**config.mk**
```make
export PLATFORM = sky130hd
export DESIGN_NAME = wb_master_bridge_flat
export DESIGN_NICKNAME = d
export VERILOG_FILES = /design/src/rtl/wb_master_bridge_if.sv /design/src/rtl/wb_master_bridge.sv /design/src/flat_wrapper.sv
export SDC_FILE = /design/constraint.sdc
export NUM_CORES = 1
export LEC_CHECK = 0
export CORE_UTILIZATION = 45
export DETAILED_ROUTE_END_ITERATION = 16
export PLACE_DENSITY_LB_ADDON = 0.3
export SLEW_MARGIN = 25
export SYNTH_ARGS = -nofsm -noshare
export SYNTH_HDL_FRONTEND = slang
export SYNTH_SLANG_ARGS = --single-unit
```
**constraint.sdc**
```tcl
create_clock -name clk_i -period 2.77 [get_ports clk_i]
set_clock_uncertainty 0.1 [all_clocks]
set_input_delay 0.554 -clock clk_i [delete_from_list [all_inputs] [get_ports clk_i]]
set_output_delay 0.554 -clock clk_i [all_outputs]
set_load 0.005 [all_outputs]
```
**src/rtl/wb_master_bridge_if.sv**
```systemverilog
`default_nettype none
// +------------------------------------------------------------------------+
// | wb_master_bridge_if: request/response channel and Wishbone bus bundle  |
// | Revision: 1.0                                                          |
// +------------------------------------------------------------------------+
interface wb_master_bridge_if #(
  parameter int ADDR_WIDTH = 32
);
  logic                  req_valid_i;
  logic                  req_ready_o;
  logic                  req_we_i;
  logic [ADDR_WIDTH-1:0] req_adr_i;
  logic [3:0]            req_sel_i;
  logic [31:0]           req_dat_i;
  logic                  rsp_valid_o;
  logic                  rsp_ready_i;
  logic [31:0]           rsp_dat_o;
  logic                  rsp_err_o;
  logic                  rsp_timeout_o;
  logic                  wb_cyc_o;
  logic                  wb_stb_o;
  logic                  wb_we_o;
  logic [ADDR_WIDTH-1:0] wb_adr_o;
  logic [3:0]            wb_sel_o;
  logic [31:0]           wb_dat_o;
  logic                  wb_ack_i;
  logic                  wb_err_i;
  logic                  wb_rty_i;
  logic                  wb_stall_i;
  logic [31:0]           wb_dat_i;

  modport master (
    input  req_valid_i, req_we_i, req_adr_i, req_sel_i, req_dat_i, rsp_ready_i,
           wb_ack_i, wb_err_i, wb_rty_i, wb_stall_i, wb_dat_i,
    output req_ready_o, rsp_valid_o, rsp_dat_o, rsp_err_o, rsp_timeout_o,
           wb_cyc_o, wb_stb_o, wb_we_o, wb_adr_o, wb_sel_o, wb_dat_o
  );

  modport slave (
    output req_valid_i, req_we_i, req_adr_i, req_sel_i, req_dat_i, rsp_ready_i,
           wb_ack_i, wb_err_i, wb_rty_i, wb_stall_i, wb_dat_i,
    input  req_ready_o, rsp_valid_o, rsp_dat_o, rsp_err_o, rsp_timeout_o,
           wb_cyc_o, wb_stb_o, wb_we_o, wb_adr_o, wb_sel_o, wb_dat_o
  );
endinterface
`default_nettype wire

```
**src/rtl/wb_master_bridge.sv**
```systemverilog
`default_nettype none
// +------------------------------------------------------------------------+
// | wb_master_bridge: single-transfer Wishbone pipelined initiator with    |
// | retry, timeout and a valid/ready response channel. Revision: 1.0       |
// +------------------------------------------------------------------------+
module wb_master_bridge #(
  parameter int ADDR_WIDTH = 32,
  parameter int TIMEOUT    = 255,
  parameter int MAX_RETRY  = 3
) (
  input logic                clk_i,
  input logic                rst_i,
  wb_master_bridge_if.master bus
);
  localparam int TW = (TIMEOUT > 0) ? $clog2(TIMEOUT + 1) : 1;
  localparam int RW = (MAX_RETRY > 0) ? $clog2(MAX_RETRY + 1) : 1;
  localparam logic [TW-1:0] C_TMO_MAX   = TW'(TIMEOUT);
  localparam logic [TW-1:0] C_TMO_LAST  = TW'(TIMEOUT - 1);
  localparam logic [RW-1:0] C_MAX_RETRY = RW'(MAX_RETRY);

  localparam logic [2:0] S_IDLE = 3'd0;
  localparam logic [2:0] S_STB  = 3'd1;
  localparam logic [2:0] S_WAIT = 3'd2;
  localparam logic [2:0] S_GAP  = 3'd3;
  localparam logic [2:0] S_RESP = 3'd4;

  logic [2:0]            state_q, state_d;
  logic                  cyc_q, cyc_d, stb_q, stb_d, we_q, we_d;
  logic [ADDR_WIDTH-1:0] adr_q, adr_d;
  logic [3:0]            sel_q, sel_d;
  logic [31:0]           dat_q, dat_d;
  logic                  rsp_valid_q, rsp_valid_d, rsp_err_q, rsp_err_d;
  logic                  rsp_tmo_q, rsp_tmo_d;
  logic [31:0]           rsp_dat_q, rsp_dat_d;
  logic [RW-1:0]         retry_q, retry_d;
  logic [TW-1:0]         tmo_q, tmo_d;
  logic                  w_done, w_tmo_hit;

  // Fires in the TIMEOUT-th cycle of an attempt (counter is 0 in the first one).
  assign w_tmo_hit = (TIMEOUT != 0) && (tmo_q == C_TMO_LAST);

  always_comb begin
    state_d     = state_q;
    cyc_d       = cyc_q;
    stb_d       = stb_q;
    we_d        = we_q;
    adr_d       = adr_q;
    sel_d       = sel_q;
    dat_d       = dat_q;
    rsp_valid_d = rsp_valid_q;
    rsp_err_d   = rsp_err_q;
    rsp_tmo_d   = rsp_tmo_q;
    rsp_dat_d   = rsp_dat_q;
    retry_d     = retry_q;
    tmo_d       = tmo_q;
    w_done      = 1'b0;
    case (state_q)
      S_IDLE: begin
        if (bus.req_valid_i) begin
          we_d    = bus.req_we_i;
          adr_d   = bus.req_adr_i;
          sel_d   = bus.req_sel_i;
          dat_d   = bus.req_dat_i;
          retry_d = '0;
          tmo_d   = '0;
          cyc_d   = 1'b1;
          stb_d   = 1'b1;
          state_d = S_STB;
        end
      end
      S_STB, S_WAIT: begin
        if (tmo_q != C_TMO_MAX) tmo_d = tmo_q + 1'b1;
        if (bus.wb_err_i) begin
          w_done    = 1'b1;
          rsp_err_d = 1'b1;
          rsp_dat_d = '0;
        end else if (bus.wb_rty_i) begin
          if (retry_q < C_MAX_RETRY) begin
            retry_d = retry_q + 1'b1;
            cyc_d   = 1'b0;
            stb_d   = 1'b0;
            state_d = S_GAP;
          end else begin
            w_done    = 1'b1;
            rsp_err_d = 1'b1;
            rsp_dat_d = '0;
          end
        end else if (bus.wb_ack_i) begin
          w_done    = 1'b1;
          rsp_dat_d = we_q ? 32'd0 : bus.wb_dat_i;
        end else if (w_tmo_hit) begin
          w_done    = 1'b1;
          rsp_err_d = 1'b1;
          rsp_tmo_d = 1'b1;
          rsp_dat_d = '0;
        end else if ((state_q == S_STB) && !bus.wb_stall_i) begin
          stb_d   = 1'b0;
          state_d = S_WAIT;
        end
      end
      S_GAP: begin
        cyc_d   = 1'b1;
        stb_d   = 1'b1;
        tmo_d   = '0;
        state_d = S_STB;
      end
      S_RESP: begin
        if (bus.rsp_ready_i) begin
          rsp_valid_d = 1'b0;
          rsp_err_d   = 1'b0;
          rsp_tmo_d   = 1'b0;
          rsp_dat_d   = '0;
          state_d     = S_IDLE;
        end
      end
      default: state_d = S_IDLE;
    endcase
    if (w_done) begin
      cyc_d       = 1'b0;
      stb_d       = 1'b0;
      rsp_valid_d = 1'b1;
      state_d     = S_RESP;
    end
  end

  always_ff @(posedge clk_i) begin
    if (rst_i) begin
      state_q     <= S_IDLE;
      cyc_q       <= 1'b0;
      stb_q       <= 1'b0;
      we_q        <= 1'b0;
      adr_q       <= '0;
      sel_q       <= '0;
      dat_q       <= '0;
      rsp_valid_q <= 1'b0;
      rsp_err_q   <= 1'b0;
      rsp_tmo_q   <= 1'b0;
      rsp_dat_q   <= '0;
      retry_q     <= '0;
      tmo_q       <= '0;
    end else begin
      state_q     <= state_d;
      cyc_q       <= cyc_d;
      stb_q       <= stb_d;
      we_q        <= we_d;
      adr_q       <= adr_d;
      sel_q       <= sel_d;
      dat_q       <= dat_d;
      rsp_valid_q <= rsp_valid_d;
      rsp_err_q   <= rsp_err_d;
      rsp_tmo_q   <= rsp_tmo_d;
      rsp_dat_q   <= rsp_dat_d;
      retry_q     <= retry_d;
      tmo_q       <= tmo_d;
    end
  end

  assign bus.req_ready_o   = (state_q == S_IDLE);
  assign bus.rsp_valid_o   = rsp_valid_q;
  assign bus.rsp_dat_o     = rsp_dat_q;
  assign bus.rsp_err_o     = rsp_err_q;
  assign bus.rsp_timeout_o = rsp_tmo_q;
  assign bus.wb_cyc_o      = cyc_q;
  assign bus.wb_stb_o      = stb_q;
  assign bus.wb_we_o       = we_q;
  assign bus.wb_adr_o      = adr_q;
  assign bus.wb_sel_o      = sel_q;
  assign bus.wb_dat_o      = dat_q;
endmodule
`default_nettype wire

```
**src/flat_wrapper.sv**
```systemverilog
// flat-port wrapper written by rule: the top's interface ports become plain ports
module wb_master_bridge_flat 
#(
  parameter int ADDR_WIDTH = 32,
  parameter int TIMEOUT    = 255,
  parameter int MAX_RETRY  = 3
)
  (clk_i, rst_i, bus_req_valid_i, bus_req_we_i, bus_req_adr_i, bus_req_sel_i, bus_req_dat_i, bus_rsp_ready_i, bus_wb_ack_i, bus_wb_err_i, bus_wb_rty_i, bus_wb_stall_i, bus_wb_dat_i, bus_req_ready_o, bus_rsp_valid_o, bus_rsp_dat_o, bus_rsp_err_o, bus_rsp_timeout_o, bus_wb_cyc_o, bus_wb_stb_o, bus_wb_we_o, bus_wb_adr_o, bus_wb_sel_o, bus_wb_dat_o);
  wb_master_bridge_if #(.ADDR_WIDTH(ADDR_WIDTH)) bus_i ();
  input logic clk_i;
  input logic rst_i;
  input wire logic [$bits(bus_i.req_valid_i)-1:0] bus_req_valid_i;
  input wire logic [$bits(bus_i.req_we_i)-1:0] bus_req_we_i;
  input wire logic [$bits(bus_i.req_adr_i)-1:0] bus_req_adr_i;
  input wire logic [$bits(bus_i.req_sel_i)-1:0] bus_req_sel_i;
  input wire logic [$bits(bus_i.req_dat_i)-1:0] bus_req_dat_i;
  input wire logic [$bits(bus_i.rsp_ready_i)-1:0] bus_rsp_ready_i;
  input wire logic [$bits(bus_i.wb_ack_i)-1:0] bus_wb_ack_i;
  input wire logic [$bits(bus_i.wb_err_i)-1:0] bus_wb_err_i;
  input wire logic [$bits(bus_i.wb_rty_i)-1:0] bus_wb_rty_i;
  input wire logic [$bits(bus_i.wb_stall_i)-1:0] bus_wb_stall_i;
  input wire logic [$bits(bus_i.wb_dat_i)-1:0] bus_wb_dat_i;
  output wire logic [$bits(bus_i.req_ready_o)-1:0] bus_req_ready_o;
  output wire logic [$bits(bus_i.rsp_valid_o)-1:0] bus_rsp_valid_o;
  output wire logic [$bits(bus_i.rsp_dat_o)-1:0] bus_rsp_dat_o;
  output wire logic [$bits(bus_i.rsp_err_o)-1:0] bus_rsp_err_o;
  output wire logic [$bits(bus_i.rsp_timeout_o)-1:0] bus_rsp_timeout_o;
  output wire logic [$bits(bus_i.wb_cyc_o)-1:0] bus_wb_cyc_o;
  output wire logic [$bits(bus_i.wb_stb_o)-1:0] bus_wb_stb_o;
  output wire logic [$bits(bus_i.wb_we_o)-1:0] bus_wb_we_o;
  output wire logic [$bits(bus_i.wb_adr_o)-1:0] bus_wb_adr_o;
  output wire logic [$bits(bus_i.wb_sel_o)-1:0] bus_wb_sel_o;
  output wire logic [$bits(bus_i.wb_dat_o)-1:0] bus_wb_dat_o;
  assign bus_i.req_valid_i = bus_req_valid_i;
  assign bus_i.req_we_i = bus_req_we_i;
  assign bus_i.req_adr_i = bus_req_adr_i;
  assign bus_i.req_sel_i = bus_req_sel_i;
  assign bus_i.req_dat_i = bus_req_dat_i;
  assign bus_i.rsp_ready_i = bus_rsp_ready_i;
  assign bus_i.wb_ack_i = bus_wb_ack_i;
  assign bus_i.wb_err_i = bus_wb_err_i;
  assign bus_i.wb_rty_i = bus_wb_rty_i;
  assign bus_i.wb_stall_i = bus_wb_stall_i;
  assign bus_i.wb_dat_i = bus_wb_dat_i;
  assign bus_req_ready_o = bus_i.req_ready_o;
  assign bus_rsp_valid_o = bus_i.rsp_valid_o;
  assign bus_rsp_dat_o = bus_i.rsp_dat_o;
  assign bus_rsp_err_o = bus_i.rsp_err_o;
  assign bus_rsp_timeout_o = bus_i.rsp_timeout_o;
  assign bus_wb_cyc_o = bus_i.wb_cyc_o;
  assign bus_wb_stb_o = bus_i.wb_stb_o;
  assign bus_wb_we_o = bus_i.wb_we_o;
  assign bus_wb_adr_o = bus_i.wb_adr_o;
  assign bus_wb_sel_o = bus_i.wb_sel_o;
  assign bus_wb_dat_o = bus_i.wb_dat_o;
  wb_master_bridge #(.ADDR_WIDTH(ADDR_WIDTH), .TIMEOUT(TIMEOUT), .MAX_RETRY(MAX_RETRY)) u_core (.clk_i(clk_i), .rst_i(rst_i), .bus(bus_i));
endmodule
```
==> impl_metrics.ini, run 1 <==
[placement]
hpwl_um = 9040
gp_congestion = 0.832
port_buffers = 215
post-place-ws_ns = 0.124

[worst_setup_path]
worst-path-max-fanout = 13
slowest_delay_ns = 0.58
crit_slowest_cell = clkdlybuf4s50_1
cp-start-kind = flip-flop
endpoint_kind = output pin
path_cells = nor3_1, clkdlybuf4s50_1
critical_path_class = reg -> out
cp.required_ns = 2.12
arrival_ns = 1.91

[synth]
synth_edf_count = 0
syn-cell-area_um2 = 4730
synth-seq-cells = 119
yosysWarnings = 0
yosys_most_used_dff = dfxtp_1
yosysUniqueCellTypes = 41
synthTopCellsByCount = 174 x nand2_1, 119 x dfxtp_1, 80 x a21oi_1
synth.area.top_cells = dfxtp_1 50%, nand2_1 14%, a21oi_1 8.5%
ys_seq_area_share_pct = 50.4
yosys.area.top_type = dfxtp_1
synth_top_area_share_pct = 50.4
syn_inst = 562
yosysMostFrequentCell = nand2_1
synthArstFlopShare_pct = 0
synth_fp_nets = 674
synth.avg_cell_area_um2 = 8.42

[power]
power_density_nw_per_um2 = 886
leakage_nw = 2.86
max-vdd-ir-drop_mv = 0.638

[cts]
cts_setup_buffers = 0
cts_hold_buf = 0
cts_sinks = 119
clock_latency_ns = 0.50
post_cts_resized = 0
tritoncts = yes
cts_made_buffers = 17
cts-root-buf = clkbuf_8
cts_max_path_buffers = 2
clk_pin_slew_ns = 0.06
cts-htree-levels = 4

[cells_and_area]
drive_above_1_share_pct = 6.06
antennaDiodeCount = 0
filler_cell_count = 757
area_delta_synth_final_pct = 60.3
seq_area_um2 = 2380
final_nets = 875
multi_input_area_um2 = 2170

[die]
top_level_ports = 216
die_y_um = 105
start_util_pct = 46.0
dieArea_um2 = 10900
design.core.area_um2 = 10300
rows = 37
die_w_um = 105

[sta]
rsz0062_at_grt = no
slew_headroom_pct = 54.7
period_minus_slack_ns = 2.57
maxSlewViolCount = 0
tightest_slew_ns = 0.674
setup_viol = 0
tns_ns = 0
fin_ws_ns = 0.204
hold_viol_final = 0
finalCritPeriodShare_pct = 92.6
fmax_ghz = 0.390

[run]
cap_violations = 0

[detailed_routing]
wirelength_um = 13100
drtPass1Iterations = 4
drt_iter0_markers = 245
wl_per_cell_um = 14.4
via_count = 4646
ant_nets = 0
vias_per_cell = 5.10
drt_drc_violations_left = 0

[status]
status = finished clean

[global_route]
grt_pass1_wl_um = 21500
grt_pass1_vias = 4654
grt_usage_pct = 24.4
antenna_found_initial = 0
grt_max_degree = 75
overflow = 0

[hold_path]
hold_path_class = reg -> reg
## power by group
| part | leakage (nW) | internal [mW] | switching, mW | total (mW) |
|---|---|---|---|---|
| Sequential | 0.970 | 2.03 | 0.212 | 2.24 |
| Clock | 0.289 | 1.40 | 0.793 | 2.19 |
| Combinational | 1.60 | 1.18 | 1.11 | 2.29 |
| Total | 2.86 | 4.60 | 2.12 | 6.72 |
## sequential cells by signal (all words and copies together) (netlist names)
signal and cells:
u_core.bus.wb_dat_o 32, u_core.bus.rsp_valid_o 1, u_core.bus.rsp_dat_o 32, u_core.bus.rsp_err_o 1, u_core.tmo_q 8, u_core.bus.wb_sel_o 4
u_core.bus.wb_stb_o 1, u_core.bus.rsp_timeout_o 1, u_core.retry_q 2, u_core.state_q 3, u_core.bus.wb_adr_o 32, u_core.bus.wb_we_o 1
u_core.bus.wb_cyc_o 1
## cells by family (layout without fill, tap and decap cells)
| logic type | after synthesis | in the layout | share of synthesized area, % |
|---|---|---|---|
| compound gates | 103 | 103 | 12.4 |
| xor+xnor | 1 | 1 | 0.185 |
| fa+ha+maj | 3 | 3 | 0.794 |
| buf+inv | 44 | 257 | 4.05 |
| flops | 119 | 119 | 50.4 |
| mux | 35 | 35 | 7.46 |
| simple gates | 257 | 257 | 24.8 |
## per-layer routing
layer	track usage (%)	vias to the layer above	share of wire, %
li1	-	2276	-
met1	26.6	2153	40
met2	42.9	180	50
met3	6.86	37	6.5
met4	13.0	0	3.7
met5	0	-	0
## path summary, 6_finish.rpt
| check | endpoint | slack (ns) | startpoint | cells past startpoint |
|---|---|---|---|---|
| setup / recovery | bus_req_ready_o | 0.20 | u_core.state_q[1]$_SDFFE_PP0P_ | 2 |
| hold / removal | u_core.bus.wb_adr_o[12]$_SDFFE_PP0P_ | 0.36 | u_core.bus.wb_adr_o[12]$_SDFFE_PP0P_ | 2 |
| setup reg to reg | u_core.bus.rsp_dat_o[26]$_SDFFE_PP0P_ | 0.43 | u_core.state_q[1]$_SDFFE_PP0P_ | 5 |
| hold reg to reg | u_core.bus.wb_adr_o[12]$_SDFFE_PP0P_ | 0.36 | u_core.bus.wb_adr_o[12]$_SDFFE_PP0P_ | 2 |
## metrics by stage
step	area, um^2	total power [mW]	std cells	hold WS (ns)	utilization [%]
4_1_cts	7580	6.76	911	0.357	73.8
3_3_place_gp	6980	4.47	880	0.341	67.9
3_5_place_dp	6980	4.55	880	0.349	67.9
2_1_floorplan	4730	3.53	562	0.350	-
6_report	7580	6.72	911	0.356	73.8
5_1_grt	7580	7.08	911	0.372	73.8
## worst max-delay path, delay by kind of cell (launching register included)
family,cells,cell delay [ns]
buffers and inverters,1,0.58
DFF,1,0.43
and+or+nand+nor,1,0.40
## area by class of cell
cell class | instances | area share, %
sequential | 119 | 31.4
timing repair buffer | 221 | 29.6
multi-input combinational | 399 | 28.6
clock buffer | 18 | 5.64
clock inverter | 13 | 2.26
tap | 136 | 2.24
inverter | 5 | 0.248
## cell usage in the layout, fill, tap and decap left out, drive strengths merged, types with 2 or more instances in the layout
cell type / count
or2: 2
o31ai: 5
nor2b: 2
and2: 4
or3: 3
nor3b: 2
nand2b: 39
mux2: 2
o21ai: 7
nand3b: 2
nor2: 4
nand2: 174
bufinv: 3
clkbuf: 18
ha: 3
clkinv: 4
buf: 7
inv: 9
or4: 7
a211oi: 2
dfxtp: 119
a21oi: 80
nand3: 4
clkdlybuf4s50: 214
clkinvlp: 2
nor3: 9
o41ai: 2
mux2i: 33
(Power assumes the default switching activity.)
==> run 2, diff against run 1 <==
--- a/config.mk
+++ b/config.mk
@@ -5,7 +5,9 @@
 export SDC_FILE = /design/constraint.sdc
 export NUM_CORES = 1
 export LEC_CHECK = 0
+export CORE_MARGIN = 2
 export CORE_UTILIZATION = 45
+export CTS_CLUSTER_SIZE = 16
 export DETAILED_ROUTE_END_ITERATION = 16
 export PLACE_DENSITY_LB_ADDON = 0.3
 export SLEW_MARGIN = 25
==> run 2 against run 1 <==
First-iteration DRC count fell by 6.1%. Via count fell by 0.11%. Fmax fell by 0.48%. Global-route usage fell by 0.28 points. Core utilization rose by 0.61 points. Critical path depth did not move. Critical path type unchanged.
==> impl_metrics.ini, run 2 (same netlist as run 1, synthesis figures left out) <==
[global_route]
grt_max_degree = 70
grt_pass1_wl_um = 21900
grt_pass1_vias = 4643
overflow = 0
antenna_found_initial = 0
grt_usage_pct = 24.1

[cts]
clock_latency_ns = 0.51
cts_made_buffers = 17
cts_max_path_buffers = 2
cts_sinks = 119
cts-root-buf = clkbuf_8
cts_setup_buffers = 0
clk_pin_slew_ns = 0.06
cts_hold_buf = 0
post_cts_resized = 0
tritoncts = yes
cts-htree-levels = 4

[status]
status = finished clean

[detailed_routing]
vias_per_cell = 5.07
drt_drc_violations_left = 0
route.top_layer_used = met4
wirelength_um = 13800
met1Wirelength_um = 5350
via_count = 4641
drtPass1Iterations = 6
wl_per_cell_um = 15.0
met3WireLength_um = 926
wl_met2_um = 7230
ant_nets = 0
drt_iter0_markers = 230

[cells_and_area]
filler_cell_count = 733
layout_commonest_cell = clkdlybuf4s50_1
final_nets = 878
final_cell_mix = 214 x clkdlybuf4s50_1, 173 x nand2_1, 119 x dfxtp_1
area_delta_synth_final_pct = 61.6
antennaDiodeCount = 0
drive_above_1_share_pct = 6.42

[worst_setup_path]
critical_path_class = reg -> out
arrival_ns = 1.92
endpoint_kind = output pin
cp.required_ns = 2.12
worst-path-max-fanout = 13
cp-start-kind = flip-flop

[die]
design.core.area_um2 = 10300
die_w_um = 107
dieArea_um2 = 11300
rows = 37
die_y_um = 107
top_level_ports = 216
start_util_pct = 46.0

[placement]
gp_congestion = 0.795
port_buffers = 215
hpwl_um = 9560

[power]
power_density_nw_per_um2 = 907
max-vdd-ir-drop_mv = 0.760
leakage_nw = 2.88
finalPower_mw = 6.94

[sta]
finalCritPeriodShare_pct = 93.1
tightest_slew_ns = 0.670
maxSlewViolCount = 0
hold_viol_final = 0
fmax_ghz = 0.388
tns_ns = 0
setup_viol = 0
period_minus_slack_ns = 2.58
slew_headroom_pct = 54.9
rsz0062_at_grt = no

[hold_path]
hold_path_class = in -> reg

[run]
cap_violations = 0
## run 2: final cells by class
class | count | area, um^2 | area share (%)
clock buffers | 18 | 418 | 5.47
clock inverters | 14 | 224 | 2.93
inverters | 5 | 18.8 | 0.245
multi-input cells | 399 | 2170 | 28.3
flip-flops and latches | 119 | 2380 | 31.2
well taps | 136 | 170 | 2.23
repair buffers | 224 | 2260 | 29.6
## run 2: critical path, stage by stage (launching register included)
cell and delay [ns]:
dfxtp_1 0.44, nor3_1 0.40, clkdlybuf4s50_1 0.58
## run 2: worst paths after layout
path / start / end / cells after the start / slack [ns]
setup / recovery: u_core.state_q[1]$_SDFFE_PP0P_ / bus_req_ready_o / 2 / 0.19
hold / removal: rst_i / u_core.state_q[2]$_SDFFE_PP0P_ / 2 / 0.29
setup reg to reg: u_core.state_q[1]$_SDFFE_PP0P_ / u_core.bus.rsp_dat_o[9]$_SDFFE_PP0P_ / 5 / 0.41
hold reg to reg: u_core.bus.wb_adr_o[10]$_SDFFE_PP0P_ / u_core.bus.wb_adr_o[10]$_SDFFE_PP0P_ / 2 / 0.35
## run 2: stage by stage
stage                     utilization [%]  area, um^2  setup slack, ns  hold slack [ns]  instances
after floorplan                         -        4730            0.729            0.350        562
after global placement               68.1        7000            0.173            0.341        883
after detailed placement             68.1        7000           0.0643            0.346        883
after CTS                            74.4        7640            0.163            0.266        915
after global routing                 74.4        7640           0.0483            0.289        915
final                                74.4        7640            0.192            0.288        915
## run 2: power by group
part / internal [mW] / total [mW] / switching [mW]
clock: 1.56 / 2.38 / 0.820
combinational: 1.18 / 2.31 / 1.13
sequential: 2.03 / 2.24 / 0.215
## run 2: metal layers
metal  GRT usage [%]  vias to the layer above
met3            7.79                       22
met4            9.93                        0
li1                -                     2275
met1            26.7                     2180
met2            42.7                      164
met5               0                        -
==> run 3, diff against run 2 <==
--- a/config.mk
+++ b/config.mk
@@ -6,7 +6,7 @@
 export NUM_CORES = 1
 export LEC_CHECK = 0
 export CORE_MARGIN = 2
-export CORE_UTILIZATION = 45
+export CORE_UTILIZATION = 42
 export CTS_CLUSTER_SIZE = 16
 export DETAILED_ROUTE_END_ITERATION = 16
 export PLACE_DENSITY_LB_ADDON = 0.3
==> constraint.sdc (replaced) <==
create_clock -name clk_i -period 2.7 [get_ports clk_i]
set_clock_uncertainty 0.1 [all_clocks]
set_input_delay 0.54 -clock clk_i [delete_from_list [all_inputs] [get_ports clk_i]]
set_output_delay 0.54 -clock clk_i [all_outputs]
set_load 0.005 [all_outputs]
==> run 3 against run 2 <==
Register-to-register slack worse by 0.02 ns. Clock power is 5% lower. Via count is 1.6% lower. Combinational power is 4% higher. Critical path depth is 1 higher. Largest power group is now combinational cells. Die area is 6.9% higher. Design area is 0.31% lower. Wire length is 0.35% lower. Sequential share of layout area is 0.097 points higher. Clock-buffer cell count is 3 higher. Largest cell class unchanged. Worst hold slack better by 0.063 ns.
==> impl_metrics.ini, run 3 (same netlist as run 1, synthesis figures left out) <==
[status]
status = finished clean

[sta]
slew_headroom_pct = 54.1
rsz0062_at_grt = no
tns_ns = 0
hold_viol_final = 0
maxSlewViolCount = 0
fin_ws_ns = 0.265
setup_viol = 0
fmax_ghz = 0.411
finalCritPeriodShare_pct = 90.2
period_minus_slack_ns = 2.43
tightest_slew_ns = 0.682

[detailed_routing]
ant_nets = 0
wl_per_cell_um = 14.9
met1Wirelength_um = 5290
drt_iter0_markers = 258
via_count = 4568
wl_met2_um = 7010
drt_drc_violations_left = 0
met3WireLength_um = 1080
wirelength_um = 13700
drtPass1Iterations = 7
vias_per_cell = 4.97
route.top_layer_used = met4

[placement]
gp_congestion = 0.843
port_buffers = 215
post-place-ws_ns = 0.0772
hpwl_um = 9520

[die]
design.core.area_um2 = 10900
dieArea_um2 = 12100
die_y_um = 110
top_level_ports = 216
start_util_pct = 43.3
die_w_um = 110
rows = 38

[worst_setup_path]
endpoint_kind = output pin
path_cells = buf_4, nor3_1, clkdlybuf4s50_1
slowest_delay_ns = 0.57
cp.required_ns = 2.06
worst-path-buf-inv = 2
arrival_ns = 1.79
regToRegSetupSlack_ns = 0.39
cp_top_family = buffers and inverters
cp-start-kind = flip-flop
critical_path_class = reg -> out
crit_slowest_cell = clkdlybuf4s50_1
worst-path-max-fanout = 12

[hold_path]
hold_path_class = reg -> reg

[cells_and_area]
layout_commonest_cell = clkdlybuf4s50_1
final_cell_mix = 214 x clkdlybuf4s50_1, 173 x nand2_1, 119 x dfxtp_1
drive_above_1_share_pct = 6.42
filler_cell_count = 855
seq_area_um2 = 2380
area_delta_synth_final_pct = 61.1
antennaDiodeCount = 0
multi_input_area_um2 = 2170
final_nets = 880

[power]
power_frac_seq_pct = 32.8
p_comb_share_pct = 34.7
p_sw_mw = 2.13
p_clk_share_pct = 32.5
p_sw_share_pct = 30.6
leakage_nw = 2.89
finalPower_mw = 6.96
max-vdd-ir-drop_mv = 1.19
intPower_mw = 4.83
power_density_nw_per_um2 = 913

[cts]
cts-htree-levels = 4
clock_latency_ns = 0.40
clk_pin_slew_ns = 0.06
post_cts_resized = 0
cts_hold_buf = 0
cts-root-buf = clkbuf_16
cts_sinks = 119
cts_max_path_buffers = 2
tritoncts = yes
cts_made_buffers = 17
cts_setup_buffers = 0

[run]
cap_violations = 0

[global_route]
overflow = 0
grt_pass1_wl_um = 20400
grt_max_degree = 70
grt_pass1_vias = 4407
grt_usage_pct = 21.7
antenna_found_initial = 0
[run 3: through the flow]
step	instances	utilization, %	hold slack [ns]	area, um^2
6_report	919	69.7	0.351	7620
5_1_grt	919	69.7	0.368	7620
4_1_cts	919	69.7	0.354	7620
3_5_place_dp	889	64.2	0.347	7030
3_3_place_gp	889	64.2	0.342	7030
2_1_floorplan	562	-	0.350	4730
[run 3: worst paths after layout]
check	startpoint	to	cells past startpoint
max	u_core.state_q[1]$_SDFFE_PP0P_	bus_req_ready_o	3
min	u_core.bus.wb_sel_o[1]$_SDFFE_PP0P_	u_core.bus.wb_sel_o[1]$_SDFFE_PP0P_	2
min reg2reg	u_core.bus.wb_sel_o[1]$_SDFFE_PP0P_	u_core.bus.wb_sel_o[1]$_SDFFE_PP0P_	2
max reg2reg	u_core.state_q[0]$_SDFFE_PP0P_	u_core.bus.rsp_dat_o[27]$_SDFFE_PP0P_	5
[run 3: area by class of cell]
class	count	area share, %
Multi-Input combinational cell	399	28.4
Timing Repair Buffer	226	29.9
Inverter	5	0.246
Clock inverter	9	1.64
Tap cell	140	2.30
Clock buffer	21	6.17
Sequential cell	119	31.3
[run 3: power by group through the flow]
stage,logic (mW),registers (mW),clock network [mW]
5_1_grt,2.62,2.32,2.38
2_1_floorplan,1.33,2.30,0
4_1_cts,2.43,2.28,2.29
3_3_place_gp,2.36,2.30,0
3_5_place_dp,2.41,2.31,0
6_report,2.41,2.29,2.26
[run 3: layer usage]
metal	vias to the layer above	track usage [%]
met3	29	7.29
met5	-	0
met4	0	10.0
met1	2101	23.1
li1	2289	-
met2	149	38.6
[run 3: worst register-to-register path: stages, from the launching register on]
cell and delay, ns:
dfxtp_1 0.55, xnor2_1 0.27, or2_0 0.43, o32ai_4 0.36
buf_12 0.27, mux2i_1 0.25
